$ cat config.mk
export PLATFORM = sky130hd
export DESIGN_NAME = time_set_controller
export DESIGN_NICKNAME = d
export VERILOG_FILES = /design/src/rtl/clock_pkg.sv /design/src/rtl/btn_edge.sv /design/src/rtl/time_set_controller.sv
export SDC_FILE = /design/constraint.sdc
export NUM_CORES = 1
export LEC_CHECK = 0
export ABC_AREA = 1
export BUFFER_PORTS_ARGS = -buffer_cell sky130_fd_sc_hd__buf_2
export CAP_MARGIN = 15
export CORE_UTILIZATION = 57
export DETAILED_ROUTE_END_ITERATION = 16
export GPL_ROUTABILITY_DRIVEN = 0
export GPL_TIMING_DRIVEN = 0
export PLACE_DENSITY = 0.78
export SYNTH_ARGS = -nofsm -noshare
export SYNTH_HDL_FRONTEND = slang
export SYNTH_SLANG_ARGS = --single-unit
$ cat constraint.sdc
create_clock -name clk_1000hz -period 2.2 [get_ports clk_1000hz]
set_input_delay 0.44 -clock clk_1000hz [delete_from_list [all_inputs] [get_ports clk_1000hz]]
set_output_delay 0.44 -clock clk_1000hz [all_outputs]
set_load 0.01 [all_outputs]
$ cat src/rtl/clock_pkg.sv
// Shared mode encoding, field limits and small helpers for the time-set clock.
package clock_pkg;

  typedef enum logic [1:0] {
    MODE_RUN      = 2'd0,
    MODE_SET_HOUR = 2'd1,
    MODE_SET_MIN  = 2'd2,
    MODE_SET_SEC  = 2'd3
  } mode_e;

  localparam logic [5:0] SEC_MAX  = 6'd59;
  localparam logic [5:0] MIN_MAX  = 6'd59;
  localparam logic [5:0] HOUR_MAX = 6'd23;

  function automatic logic [5:0] wrap_inc(input logic [5:0] v, input logic [5:0] max);
    return (v >= max) ? 6'd0 : v + 6'd1;
  endfunction

  function automatic mode_e next_mode(input mode_e m);
    case (m)
      MODE_RUN:      return MODE_SET_HOUR;
      MODE_SET_HOUR: return MODE_SET_MIN;
      MODE_SET_MIN:  return MODE_SET_SEC;
      default:       return MODE_RUN;
    endcase
  endfunction

  // Only the field being edited blinks; bit0 sec, bit1 min, bit2 hour.
  function automatic logic [2:0] blank_mask(input mode_e m, input logic phase);
    case (m)
      MODE_SET_HOUR: return {phase, 2'b00};
      MODE_SET_MIN:  return {1'b0, phase, 1'b0};
      MODE_SET_SEC:  return {2'b00, phase};
      default:       return 3'b000;
    endcase
  endfunction

endpackage

$ cat src/rtl/btn_edge.sv
// Two-flop synchronizer plus registered rising-edge detector for one raw button.
module btn_edge (
  input  logic clk_i,
  input  logic rst_i,
  input  logic btn_i,
  output logic evt_o
);

  logic       sync1_q, sync2_q, prev_q, evt_q, armed_q;
  logic [1:0] vld_q;

  // armed_q only sets once a genuine low has been seen after reset, so a
  // button held through reset release never produces an edge.
  always_ff @(posedge clk_i) begin
    if (rst_i) begin
      sync1_q <= 1'b0;
      sync2_q <= 1'b0;
      prev_q  <= 1'b0;
      evt_q   <= 1'b0;
      armed_q <= 1'b0;
      vld_q   <= 2'b00;
    end else begin
      sync1_q <= btn_i;
      sync2_q <= sync1_q;
      prev_q  <= sync2_q;
      vld_q   <= {vld_q[0], 1'b1};
      armed_q <= armed_q | (vld_q[1] & ~sync2_q);
      evt_q   <= sync2_q & ~prev_q & armed_q;
    end
  end

  assign evt_o = evt_q;

endmodule

$ cat src/rtl/time_set_controller.sv
// HH:MM:SS clock with a run mode and a three-field blinking set mode.
module time_set_controller
  import clock_pkg::*;
#(
  parameter int unsigned TICKS_PER_SEC = 1000,
  parameter int unsigned BLINK_HALF    = 500
) (
  input  logic       clk_1000hz,
  input  logic       rst,
  input  logic       btn_mode,
  input  logic       btn_inc,
  output logic [5:0] sec,
  output logic [5:0] min,
  output logic [5:0] hour,
  output logic [1:0] mode,
  output logic [2:0] blank,
  output logic       tick_1hz
);

  localparam int PW = (TICKS_PER_SEC > 1) ? $clog2(TICKS_PER_SEC) : 1;
  localparam int BW = (BLINK_HALF > 1) ? $clog2(BLINK_HALF) : 1;
  localparam logic [PW-1:0] PRESC_TERM = PW'(TICKS_PER_SEC - 1);
  localparam logic [BW-1:0] BLINK_TERM = BW'(BLINK_HALF - 1);
  localparam int BTN_MODE = 0;
  localparam int BTN_INC  = 1;

  logic [1:0] btn_raw, btn_evt;
  assign btn_raw = {btn_inc, btn_mode};

  for (genvar i = 0; i < 2; i++) begin : g_btn
    btn_edge u_btn (
      .clk_i (clk_1000hz),
      .rst_i (rst),
      .btn_i (btn_raw[i]),
      .evt_o (btn_evt[i])
    );
  end

  mode_e          mode_q, mode_d;
  logic [5:0]     sec_q, sec_d, min_q, min_d, hour_q, hour_d;
  logic [PW-1:0]  presc_q, presc_d;
  logic [BW-1:0]  bcnt_q, bcnt_d;
  logic           blink_q, blink_d;
  logic           tick_q, tick_d;
  logic [2:0]     blank_q, blank_d;
  logic           inc_ok;

  always_comb begin
    mode_d  = mode_q;
    sec_d   = sec_q;
    min_d   = min_q;
    hour_d  = hour_q;
    presc_d = presc_q;
    bcnt_d  = bcnt_q;
    blink_d = blink_q;
    tick_d  = 1'b0;
    inc_ok  = btn_evt[BTN_INC] & ~btn_evt[BTN_MODE] & (mode_q != MODE_RUN);

    if (mode_q == MODE_RUN) begin
      bcnt_d  = '0;
      blink_d = 1'b0;
      if (presc_q == PRESC_TERM) begin
        presc_d = '0;
        tick_d  = 1'b1;
        sec_d   = wrap_inc(sec_q, SEC_MAX);
        if (sec_q == SEC_MAX) begin
          min_d = wrap_inc(min_q, MIN_MAX);
          if (min_q == MIN_MAX) hour_d = wrap_inc(hour_q, HOUR_MAX);
        end
      end else begin
        presc_d = presc_q + 1'b1;
      end
    end else begin
      presc_d = '0;
      if (bcnt_q == BLINK_TERM) begin
        bcnt_d  = '0;
        blink_d = ~blink_q;
      end else begin
        bcnt_d  = bcnt_q + 1'b1;
      end
    end

    // Field edits never carry into neighbouring fields.
    if (inc_ok) begin
      bcnt_d  = '0;
      blink_d = 1'b0;
      case (mode_q)
        MODE_SET_HOUR: hour_d = wrap_inc(hour_q, HOUR_MAX);
        MODE_SET_MIN:  min_d  = wrap_inc(min_q, MIN_MAX);
        MODE_SET_SEC:  sec_d  = wrap_inc(sec_q, SEC_MAX);
        default:       ;
      endcase
    end

    if (btn_evt[BTN_MODE]) begin
      mode_d  = next_mode(mode_q);
      presc_d = '0;
      bcnt_d  = '0;
      blink_d = 1'b0;
    end

    blank_d = blank_mask(mode_d, blink_d);
  end

  always_ff @(posedge clk_1000hz) begin
    if (rst) begin
      mode_q  <= MODE_RUN;
      sec_q   <= '0;
      min_q   <= '0;
      hour_q  <= '0;
      presc_q <= '0;
      bcnt_q  <= '0;
      blink_q <= 1'b0;
      tick_q  <= 1'b0;
      blank_q <= '0;
    end else begin
      mode_q  <= mode_d;
      sec_q   <= sec_d;
      min_q   <= min_d;
      hour_q  <= hour_d;
      presc_q <= presc_d;
      bcnt_q  <= bcnt_d;
      blink_q <= blink_d;
      tick_q  <= tick_d;
      blank_q <= blank_d;
    end
  end

  assign sec      = sec_q;
  assign min      = min_q;
  assign hour     = hour_q;
  assign mode     = mode_q;
  assign blank    = blank_q;
  assign tick_1hz = tick_q;

endmodule

==> results.yml <==
setup_path:
  startpoint_type: "flop"
  worstPathRequired_ns: 2.45
  crit_path_end_kind: "flop"
  worstPathMaxFanout: 9
  cp-startpoint: "mode[0]"
  cp.arrival_ns: 2.02
  reg2reg_depth: 7
  reg2reg_slack_ns: 0.43
  regToRegStartpoint: "mode[0]"
  path_class: "reg2reg"
  crit-reg2reg-capture: "bcnt_q[6]"
cells_and_area:
  syn2layout_area_growth_pct: 11.4
  antenna_cells: 0
  fillCellCount: 353
  multi_input_area_sq_mm: 0.00116
  final_cell_count_no_fill: 417
  drive_above_1_share_pct: 14.7
  final_nets: 379
  regArea_sq_mm: 0.00112
global_routing:
  antenna_found_initial: 0
  grt_pass1_vias: 1726
  grt_pass1_wl_um: 7090
  met3_usage_pct: 4.50
  grt_busiest_layer: "met2"
  track_usage_pct: 19.9
  grt_max_degree: 19
  met2_usage_pct: 32.0
  use_met1_pct: 26.2
  grt-ovfl-total: 0
timing:
  rsz0062_at_grt: "no"
  report.final.slew_viol_count: 0
  period_share_pct: 80.4
  period_needed_ns: 1.77
  slew_headroom_pct: 71.3
  skew_ns: 0.00629
  setup_viol: 0
  tns_ns: 0
  worst_pin_slew_ns: 0.430
  fmax_mhz: 565
  finalHoldViolCount: 0
power_and_ir_drop:
  netSwitchingFraction_pct: 22.5
  finalPower_mw: 1.64
  irDropWorstVdd_v: 0.000487
  power_density_mw_per_mm2: 588
  seqPwrFrac_pct: 63.2
  switching_power_mw: 0.369
  p_clk_share_pct: 33.8
  internal_power_mw: 1.27
  leakage_nw: 1.17
  combPwrFrac_pct: 2.9
routing:
  viasPerCell: 4.96
  drtAntennaViolNets: 0
  drt-wirelength-per-cell_um: 10.1
  drc_errors: 0
  first_iter_violations: 98
  vias: 2068
  drtPass1Iterations: 4
  wl_um: 4220
floorplan:
  io_pins: 28
  rows: 23
  die_area_sq_mm: 0.00466
  die_h_um: 68.3
  initial_utilization_pct: 60.8
  die_w_um: 68.3
  core_sq_mm: 0.00412
synthesis:
  synth_nets: 346
  postSynthAreaPerCell_sq_um: 7.51
  netlist_area_sq_mm: 0.00250
  ys_seq_area_share_pct: 44.8
  yosysWarnings: 0
  ys_types: 37
  ys_ff_latch: 56
  postSynthCellCount: 333
worst_hold_path:
  hold-path-cell-count: 3
  min_from: "btn_mode"
  hold_class: "in2reg"
  whs_endpoint: "g_btn[0].u_btn.sync1_q"
clocking:
  cts_tree: "done"
  cts.sinks: 56
  clk_pin_slew_ns: 0.10
  cts_max_level: 2
  cts_buffer_depth: 2
  cts_hold_buf: 0
  clkLatencyLatePin_ns: 0.30
  cts_root_buf: "clkbuf_8"
  numCtsBuffers: 5
  postCtsSetupRepairBufs: 0
  cts_resized: 0
placement:
  placed_cells: 409
  port_buffers: 26
  dp_hpwl_um: 3170
status:
  status: "finished, final reports clean"
flow_run:
  maxCapViolCount: 0
==> registers in the layout (all words and copies together) (netlist names) <==
signal               count
g_btn.u_btn.prev_q       2
min                      6
g_btn.u_btn.sync2_q      2
hour                     6
blank                    3
blink_q                  1
sec                      6
g_btn.u_btn.armed_q      2
g_btn.u_btn.sync1_q      2
g_btn.u_btn.vld_q        2
g_btn.u_btn.evt_o        2
bcnt_q                   9
mode                     2
presc_q                 10
tick_1hz                 1
==> power groups by stage <==
stage          Clock (mW)  Sequential, mW  Combinational (mW)
6_report            0.555            1.04              0.0482
5_1_grt             0.611            1.04              0.0572
4_1_cts             0.580            1.04              0.0489
3_5_place_dp            0            1.06              0.0487
3_3_place_gp            0            1.06              0.0474
2_1_floorplan           0            1.06              0.0370
==> area by class of cell <==
cell class	count	area share, %
repair buffers	26	4.67
well taps	50	2.24
inverters	52	7.00
multi-input cells	221	41.6
clock inverters	3	0.853
clock buffers	5	2.47
flip-flops and latches	56	40.2
plain buffers	4	0.943
==> cell families after synthesis <==
kind of cell,count (synthesis),synth area share [%]
AO/OA/AOI/OAI,40,8.95
XOR/XNOR,3,1.05
adder cells (fa/ha/maj),9,4.50
buffers and inverters,56,8.85
flip-flops,56,44.8
AND/OR/NAND/NOR,169,31.9
==> stage by stage <==
| stage | hold slack, ns | instance area [sq um] | utilization [%] | setup WS [ns] |
|---|---|---|---|---|
| 6_report | 0.327 | 2790 | 67.7 | 0.431 |
| 2_1_floorplan | 0.373 | 2500 | - | 0.561 |
| 3_5_place_dp | 0.386 | 2700 | 65.5 | 0.460 |
| 5_1_grt | 0.328 | 2790 | 67.7 | 0.294 |
| 4_1_cts | 0.317 | 2790 | 67.7 | 0.412 |
| 3_3_place_gp | 0.381 | 2700 | 65.5 | 0.465 |
==> metal layers <==
metal	vias up	part of all wire [%]
met5	-	0
met4	0	0.90
met3	4	3.2
met2	26	45
met1	915	51
li1	1123	-
==> worst max path at each step <==
stage | endpoint | slack, ns
6_report | bcnt_q[6] | 0.43
5_1_grt | min[0] | 0.29
4_1_cts | bcnt_q[6] | 0.41
3_5_place_dp | sec[0] | 0.46
3_3_place_gp | sec[0] | 0.46
2_1_floorplan | sec[0] | 0.56
==> cells in the final DEF (no fill, tap or decap), types with 2 or more instances in the layout <==
| cell type | Yosys | routed |
|---|---|---|
| nand2_1 | 59 | 59 |
| ha_1 | 9 | 9 |
| clkinvlp_4 | 0 | 2 |
| nand3_2 | 3 | 3 |
| nand3_1 | 20 | 20 |
| nor4_1 | 2 | 2 |
| dfxtp_1 | 56 | 56 |
| nand4_1 | 3 | 3 |
| nor2_1 | 55 | 55 |
| buf_2 | 1 | 27 |
| nand2_4 | 2 | 2 |
| nand3b_1 | 3 | 3 |
| nor3b_1 | 3 | 3 |
| nor3_1 | 8 | 8 |
| o21ai_0 | 12 | 12 |
| xor2_1 | 3 | 3 |
| inv_1 | 49 | 49 |
| clkbuf_8 | 1 | 6 |
| inv_2 | 2 | 2 |
| a21oi_1 | 22 | 22 |
| nand2_2 | 2 | 2 |
| clkbuf_1 | 2 | 2 |
==> synth_stat cells <==
cell type | number | area, sq um
clkinv_1 | 1 | 3.75
ha_1 | 9 | 113
o21a_1 | 1 | 7.51
nor3b_1 | 3 | 22.5
nand2_2 | 2 | 12.5
or2_0 | 1 | 6.26
inv_1 | 49 | 184
nor2_2 | 1 | 6.26
o21ai_4 | 1 | 16.3
xor2_1 | 3 | 26.3
nand3_2 | 3 | 30.0
nor2_4 | 1 | 11.3
nor4_1 | 2 | 12.5
nand4_1 | 3 | 18.8
and3_2 | 1 | 7.51
and2_1 | 1 | 6.26
o21ai_0 | 12 | 60.1
a21oi_1 | 22 | 110
nand2_1 | 59 | 221
a22oi_1 | 1 | 7.51
nor3_2 | 1 | 10.0
nand3b_1 | 3 | 22.5
dfxtp_1 | 56 | 1120
clkbuf_8 | 1 | 13.8
or2_2 | 1 | 6.26
nor2_1 | 55 | 206
nor3_1 | 8 | 40.0
a31oi_1 | 1 | 6.26
nand2_4 | 2 | 22.5
inv_2 | 2 | 7.51
o21ai_2 | 1 | 8.76
nand4_2 | 1 | 12.5
clkbuf_1 | 2 | 7.51
nand4_4 | 1 | 21.3
o31ai_1 | 1 | 7.51
nand3_1 | 20 | 100
buf_2 | 1 | 5.00
==> worst max-delay path: stages (launching register included) <==
cell and delay, ns:
dfxtp_1 0.40, inv_1 0.10, ha_1 0.21, clkbuf_8 0.16, nor3_1 0.32, nand3_2 0.23, a21oi_1 0.17, o21a_1 0.13
Note: power is estimated with default switching activity, not from simulation.
